[src/rtl/button_event_classifier.sv]
// Turns a debounced button level into press/release edges and short/long/double-click gestures.
// Every output is registered one cycle after its edge; there is no backpressure and events are fire-and-forget.
module button_event_classifier #(
  parameter int LONG_TICKS       = 1_200_000,
  parameter int DOUBLE_GAP_TICKS = 3_000_000
) (
  input  logic clk,
  input  logic rst,
  input  logic debounced_in,
  output logic press_pulse,
  output logic release_pulse,
  output logic short_press,
  output logic long_press,
  output logic double_click,
  output logic busy
);

  localparam int MAX_TICKS = (LONG_TICKS > DOUBLE_GAP_TICKS) ? LONG_TICKS : DOUBLE_GAP_TICKS;
  localparam int CNT_W     = $clog2(MAX_TICKS + 1);
  localparam logic [CNT_W-1:0] LONG_LAST = CNT_W'(LONG_TICKS - 1);
  localparam logic [CNT_W-1:0] GAP_LAST  = CNT_W'(DOUBLE_GAP_TICKS - 1);
  localparam logic [CNT_W-1:0] CNT_MAX   = {CNT_W{1'b1}};

  typedef enum logic [2:0] {
    S_IDLE,
    S_PRESSED,
    S_LONG_HELD,
    S_WAIT_SECOND,
    S_SECOND_PRESSED
  } state_t;

  state_t           state_q, state_d;
  logic [CNT_W-1:0] cnt_q, cnt_d;
  logic             in_q;
  logic             press_q, release_q, short_q, long_q, double_q;
  logic             short_d, long_d, double_d;
  logic             rise, fall;

  assign rise = debounced_in & ~in_q;
  assign fall = ~debounced_in & in_q;

  // Edges are tested before the counter thresholds so a coincident edge always wins.
  always_comb begin
    state_d  = state_q;
    short_d  = 1'b0;
    long_d   = 1'b0;
    double_d = 1'b0;
    case (state_q)
      S_IDLE: begin
        if (rise) state_d = S_PRESSED;
      end
      S_PRESSED: begin
        if (fall) begin
          state_d = S_WAIT_SECOND;
        end else if (cnt_q == LONG_LAST) begin
          long_d  = 1'b1;
          state_d = S_LONG_HELD;
        end
      end
      S_LONG_HELD: begin
        if (fall) state_d = S_IDLE;
      end
      S_WAIT_SECOND: begin
        if (rise) begin
          state_d = S_SECOND_PRESSED;
        end else if (cnt_q == GAP_LAST) begin
          short_d = 1'b1;
          state_d = S_IDLE;
        end
      end
      S_SECOND_PRESSED: begin
        if (fall) begin
          double_d = 1'b1;
          state_d  = S_IDLE;
        end else if (cnt_q == LONG_LAST) begin
          long_d  = 1'b1;
          state_d = S_LONG_HELD;
        end
      end
      default: state_d = S_IDLE;
    endcase

    if (state_d != state_q) begin
      cnt_d = '0;
    end else if (cnt_q != CNT_MAX) begin
      cnt_d = cnt_q + CNT_W'(1);
    end else begin
      cnt_d = cnt_q;
    end
  end

  always_ff @(posedge clk or negedge rst) begin
    if (!rst) begin
      state_q   <= S_IDLE;
      cnt_q     <= '0;
      in_q      <= 1'b0;
      press_q   <= 1'b0;
      release_q <= 1'b0;
      short_q   <= 1'b0;
      long_q    <= 1'b0;
      double_q  <= 1'b0;
    end else begin
      state_q   <= state_d;
      cnt_q     <= cnt_d;
      in_q      <= debounced_in;
      press_q   <= rise;
      release_q <= fall;
      short_q   <= short_d;
      long_q    <= long_d;
      double_q  <= double_d;
    end
  end

  assign press_pulse   = press_q;
  assign release_pulse = release_q;
  assign short_press   = short_q;
  assign long_press    = long_q;
  assign double_click  = double_q;
  assign busy          = (state_q != S_IDLE);

endmodule

[config.mk]
export PLATFORM = sky130hd
export DESIGN_NAME = button_event_classifier
export DESIGN_NICKNAME = d
export VERILOG_FILES = /design/src/rtl/button_event_classifier.sv
export SDC_FILE = /design/constraint.sdc
export NUM_CORES = 1
export LEC_CHECK = 0
export CAP_MARGIN = 25
export CORE_AREA = 2 2 61 63
export DETAILED_ROUTE_END_ITERATION = 7
export DIE_AREA = 0 0 63 65
export GPL_TIMING_DRIVEN = 0
export MAX_ROUTING_LAYER = met4
export PLACE_DENSITY = 0.77
export SYNTH_ARGS = -nofsm -noshare
export SYNTH_HDL_FRONTEND = slang
export SYNTH_SLANG_ARGS = --single-unit
[constraint.sdc]
create_clock -name clk -period 2.85 [get_ports clk]
set_input_delay 0.285 -clock clk [delete_from_list [all_inputs] [get_ports clk]]
set_output_delay 0.285 -clock clk [all_outputs]
set_load 0.005 [all_outputs]
==> impl_metrics.py, run 1 <==
metrics = {
    "timing": {
        "finalSetupViolations": 0,
        "fmax_ghz": 0.426,
        "period_share": 0.823,
        "rsz0062_at_grt": "no",
        "drv_slew": 0,
        "fin_setup_tns_ns": 0,
        "min_period_ns": 2.35,
        "fin_worst_skew_ns": 0.0113,
        "final_hold_viol_count": 0,
        "max_slew_margin": 0.447,
        "worst_pin_slew_ns": 0.826,
    },
    "flow_run": {
        "maxCapViolCount": 0,
    },
    "worst_hold_path": {
        "hold_class": "input port to asynchronous set/reset pin",
    },
    "power": {
        "leakage_uw": 0.000829,
        "power_switching_uw": 429,
        "max-vdd-ir-drop_v": 0.000364,
        "power_frac_seq": 0.449,
        "comb_power_share": 0.348,
        "total_power_uw": 1150,
        "p_int_uw": 724,
        "sw_frac_of_total": 0.372,
        "power_density_nw_per_um2": 567,
        "p_clk_frac": 0.203,
    },
    "floorplanning": {
        "coreArea_sq_um": 3500,
        "dieArea_sq_um": 4100,
        "die_w_microns": 63,
        "num_rows": 22,
        "io_pins": 9,
        "die_y_microns": 65,
        "initial_core_util": 0.521,
    },
    "synth": {
        "ys_ff_latch": 31,
        "async_flop_share": 1.00,
        "synth_edf_count": 0,
        "ys_seq_area_frac": 0.426,
        "synthesis.area_sq_um": 1820,
        "syn_area_per_cell_sq_um": 9.21,
        "yosysWarnings": 0,
        "syn_nets": 202,
        "synthFlopType": "dfrtp_1",
        "yosysUniqueCellTypes": 42,
        "netlist_instances": 198,
    },
    "drt": {
        "drtIter0Drc": 149,
        "vias": 1559,
        "wl_microns": 3950,
        "ant_nets": 0,
        "wl_per_cell_microns": 15.1,
        "drc_errors": 0,
        "drtPass1Iterations": 4,
        "vias_per_cell": 5.97,
    },
    "critical_path": {
        "critPathMaxFanout": 10,
        "cp-startpoint": "cnt_q[0]",
        "r2r-start": "cnt_q[0]",
        "critPathCaptureType": "flip-flop",
        "arrival_ns": 2.58,
        "cp-endpoint": "cnt_q[21]",
        "r2r-end": "cnt_q[21]",
        "cp.required_ns": 3.09,
        "cp-start-kind": "flip-flop",
        "rrSetupSlack_ns": 0.50,
        "reg2reg_depth": 6,
        "crit_type": "flip-flop to flip-flop",
    },
    "cells_and_area": {
        "finalNonFillerCells": 261,
        "mostFrequentLayoutCell": "dfrtp_1",
        "layout_common_cells": "31 x dfrtp_1, 19 x nor2_1, 16 x nand3_1",
        "nFillCells": 332,
        "drive_above_1_share": 0.0986,
        "syn2layout_area_growth_pct": 11.5,
        "n_antenna_cell": 0,
        "nets": 218,
    },
    "clock_tree": {
        "clockBufferDepth": 2,
        "cts-root-buf": "clkbuf_4",
        "cts.sinks": 31,
        "h-tree-depth": 2,
        "clk_pin_slew_ns": 0.10,
        "cts.repair.resized": 0,
        "clock_latency_ns": 0.34,
        "hold_buffers": 0,
        "cts_tree": "yes",
        "post_cts_buffers": 0,
        "cts_buffers": 5,
    },
    "place": {
        "dp_hpwl_microns": 2820,
        "place_inst": 255,
        "place_congestion": 0.900,
        "port_buffers": 8,
    },
    "run_status": {
        "status": "finished, final reports clean",
    },
    "global_routing": {
        "overflow": 0,
        "grt_max_degree": 17,
        "antenna_found_initial": 0,
        "track_usage": 0.229,
        "grt_pass1_vias": 1562,
        "grt_pass1_wl_microns": 6980,
    },
}
## registers in the layout (all words and copies together) (netlist names)
name	cells
cnt_q	22
state_q	3
double_click	1
in_q	1
long_press	1
press_pulse	1
release_pulse	1
short_press	1
## per-layer routing
layer / global-route usage / part of all wire / vias to the layer above
met1: 0.273 / 0.46 / 740
met2: 0.366 / 0.47 / 48
met5: - / 0 / -
met4: 0.125 / 0.022 / 0
li1: - / - / 763
met3: 0.0469 / 0.048 / 8
## cell families after synthesis
| group | count (synthesis) | synth area share |
|---|---|---|
| AO/OA/AOI/OAI | 32 | 0.124 |
| XOR/XNOR | 18 | 0.0865 |
| adder cells (fa/ha/maj) | 1 | 0.00686 |
| buffers and inverters | 13 | 0.0302 |
| flip-flops | 31 | 0.426 |
| multiplexers | 3 | 0.0165 |
| AND/OR/NAND/NOR | 100 | 0.311 |
## Yosys cell counts (3+ instances only)
cell type  count  share of area
a211oi_1       5          0.021
a21oi_1       15          0.041
and3_1         4          0.014
buf_2          5          0.014
clkbuf_1       5          0.010
dfrtp_1       31           0.43
mux2i_1        3          0.016
nand2_1       11          0.023
nand2b_1       3          0.010
nand3_1       16          0.044
nand4_1       10          0.034
nor2_1        19          0.039
nor3_1        14          0.038
nor4_1         4          0.014
or4_1          3          0.012
xnor2_1       13          0.062
xor2_1         5          0.024
## power groups by stage
stage	logic, uW	registers (uW)	clock network (uW)
after detailed placement	400	526	0
after global placement	393	524	0
final	401	517	234
after CTS	402	518	238
after global routing	448	523	262
after floorplan	291	518	0
## area by class of cell
cell class	instances	area [sq um]	area share
multi-input combinational	154	992	0.488
sequential	31	776	0.382
timing repair buffer	9	108	0.0530
tap	48	60.1	0.0296
buffer	10	43.8	0.0216
clock buffer	6	41.3	0.0203
inverter	3	11.3	0.00554
## worst max-delay path: stages (launching register included)
cell and delay (ns):
dfrtp_1 0.41, ha_1 0.23, nand2_1 0.15, nor4_1 0.54, a21oi_1 0.21, o211ai_2 0.50
o21ba_1 0.21
## through the flow
step	utilization	setup slack, ns	cell area (sq um)	hold slack [ns]
after global placement	0.562	0.513	1960	0.561
after detailed placement	0.569	0.562	1990	0.563
final	0.581	0.505	2030	0.416
after floorplan	-	0.859	1820	-0.0106
after CTS	0.581	0.537	2030	0.441
after global routing	0.581	0.342	2030	0.470
## how the worst min path moves through the flow
stage | endpoint | from
after floorplan | cnt_q[0] | rst
after global placement | short_press | state_q[2]
after detailed placement | short_press | state_q[2]
after CTS | short_press | rst
after global routing | in_q | debounced_in
final | state_q[2] | rst
Power figures use the tool's default switching activity.
==> run 2: changes to the inputs <==
clock period = 2.3 ns   (was 2.85 ns; I/O delays follow)
==> run 2 against run 1 <==
  * Flip-flop and latch count is the same
  * Clock skew grew 0.00094 ns
  * Final area grew 1.4%
  * Global-route usage is the same
  * Register-to-register slack lost 0.41 ns
  * Critical path type unchanged
  * Largest power group unchanged
==> impl_metrics.py, run 2 (synthesis results as in run 1) <==
metrics = {
    "clock_tree": {
        "cts-root-buf": "clkbuf_4",
        "clock_latency_ns": 0.34,
        "cts_buffers": 5,
        "cts_tree": "yes",
        "clk_pin_slew_ns": 0.10,
        "cts.repair.resized": 1,
        "h-tree-depth": 2,
        "clockBufferDepth": 2,
        "post_cts_buffers": 0,
        "cts.sinks": 31,
        "hold_buffers": 0,
    },
    "critical_path": {
        "crit_buf_inv": 1,
        "slowest_stage": "or4b_4",
        "critPathMaxFanout": 10,
        "cp-start-kind": "flip-flop",
        "crit_family": "simple AND/OR/NAND/NOR gates",
        "arrival_ns": 2.43,
        "critPathCaptureType": "flip-flop",
        "cp.required_ns": 2.52,
        "path_cells": "or4b_4 -> nor4_4 -> nand2_1 -> o211ai_2 -> clkbuf_4 -> nor3_1",
        "crit_type": "flip-flop to flip-flop",
        "max_stage_delay_ns": 0.58,
    },
    "drt": {
        "drtPass1Iterations": 4,
        "vias_per_cell": 5.97,
        "ant_nets": 0,
        "drc_errors": 0,
        "wl_per_cell_microns": 15.3,
        "vias": 1551,
        "wl_microns": 3990,
        "drtIter0Drc": 125,
    },
    "cells_and_area": {
        "mostFrequentLayoutCell": "dfrtp_1",
        "syn2layout_area_growth_pct": 13.0,
        "regMostFlops": "cnt_q",
        "n_antenna_cell": 0,
        "layout_common_cells": "31 x dfrtp_1, 18 x nor2_1, 16 x nand3_1",
        "nets": 217,
        "top_regs": "cnt_q: 22 flops, state_q: 3 flops",
        "fin_area_sq_um": 2060,
        "drive_above_1_share": 0.118,
        "largest_reg_flops": 22,
    },
    "timing": {
        "worst_pin_slew_ns": 0.801,
        "final_hold_viol_count": 0,
        "fin_worst_skew_ns": 0.0122,
        "min_period_ns": 2.21,
        "max_slew_margin": 0.464,
        "period_share": 0.961,
        "fmax_ghz": 0.453,
        "fin_ws_ns": 0.0904,
        "fin_worst_hold_slack_ns": 0.350,
        "finalSetupViolations": 0,
        "drv_slew": 0,
    },
    "power": {
        "max-vdd-ir-drop_v": 0.000443,
        "total_power_uw": 1460,
        "leakage_uw": 0.000825,
        "power_density_nw_per_um2": 706,
    },
    "global_routing": {
        "overflow": 0,
        "grt_max_degree": 17,
        "grt_pass1_wl_microns": 6980,
        "track_usage": 0.229,
        "grt_pass1_vias": 1564,
        "antenna_found_initial": 0,
    },
    "worst_hold_path": {
        "hold_class": "input port to asynchronous set/reset pin",
    },
    "floorplanning": {
        "die_w_microns": 63,
        "dieArea_sq_um": 4100,
        "initial_core_util": 0.521,
        "io_pins": 9,
        "num_rows": 22,
        "coreArea_sq_um": 3500,
        "die_y_microns": 65,
    },
    "run_status": {
        "status": "finished, final reports clean",
    },
    "place": {
        "dp_hpwl_microns": 2820,
        "place_congestion": 0.900,
        "port_buffers": 8,
        "pre_cts_slack_ns": 0.0137,
        "placed_area_sq_um": 1990,
    },
    "flow_run": {
        "maxCapViolCount": 0,
    },
}
## run 2: cell types whose count changed in the layout (fill, tap and decap cells not counted), sizes merged
cell	before	now
buf	6	4
clkbuf	11	12
## run 2: routing by layer
| metal | GRT usage | vias up | wire, microns |
|---|---|---|---|
| met1 | 0.275 | 731 | 1790 |
| met5 | - | - | 0 |
| li1 | - | 760 | - |
| met4 | 0.125 | 0 | 138 |
| met2 | 0.363 | 46 | 1850 |
| met3 | 0.0469 | 14 | 209 |
## run 2: final timing paths
path / startpoint / slack (ns) / end / cells after the start
max reg2reg: cnt_q[7] / 0.09 / cnt_q[8] / 6
min in group clk: debounced_in / 0.41 / in_q / 1
min: rst / 0.35 / cnt_q[17] / 1
min reg2reg: state_q[2] / 0.58 / short_press / 2
max in group asynchronous: rst / 1.40 / cnt_q[8] / 2
max: cnt_q[7] / 0.09 / cnt_q[8] / 6
## run 2: stage by stage
stage / util / TNS (ns) / std cells
after floorplan: - / 0 / 198
after global placement: 0.562 / -0.0371 / 254
after detailed placement: 0.569 / 0 / 255
after CTS: 0.584 / 0 / 261
after global routing: 0.589 / -0.0976 / 260
final: 0.589 / 0 / 260
## run 2: area by class of cell
class	count	area (sq um)
inverter	3	11.3
sequential	31	776
buffer	9	45.0
clock buffer	6	41.3
tap	48	60.1
timing repair buffer	9	108
multi-input combinational	154	1020
fill	323	1440
## run 2: where the power goes
part | leakage, uW | internal, uW | switching (uW)
sequential | 0.000421 | 595 | 63.1
clock | 0.0000242 | 109 | 182
combinational | 0.000379 | 209 | 299
total | 0.000825 | 912 | 544
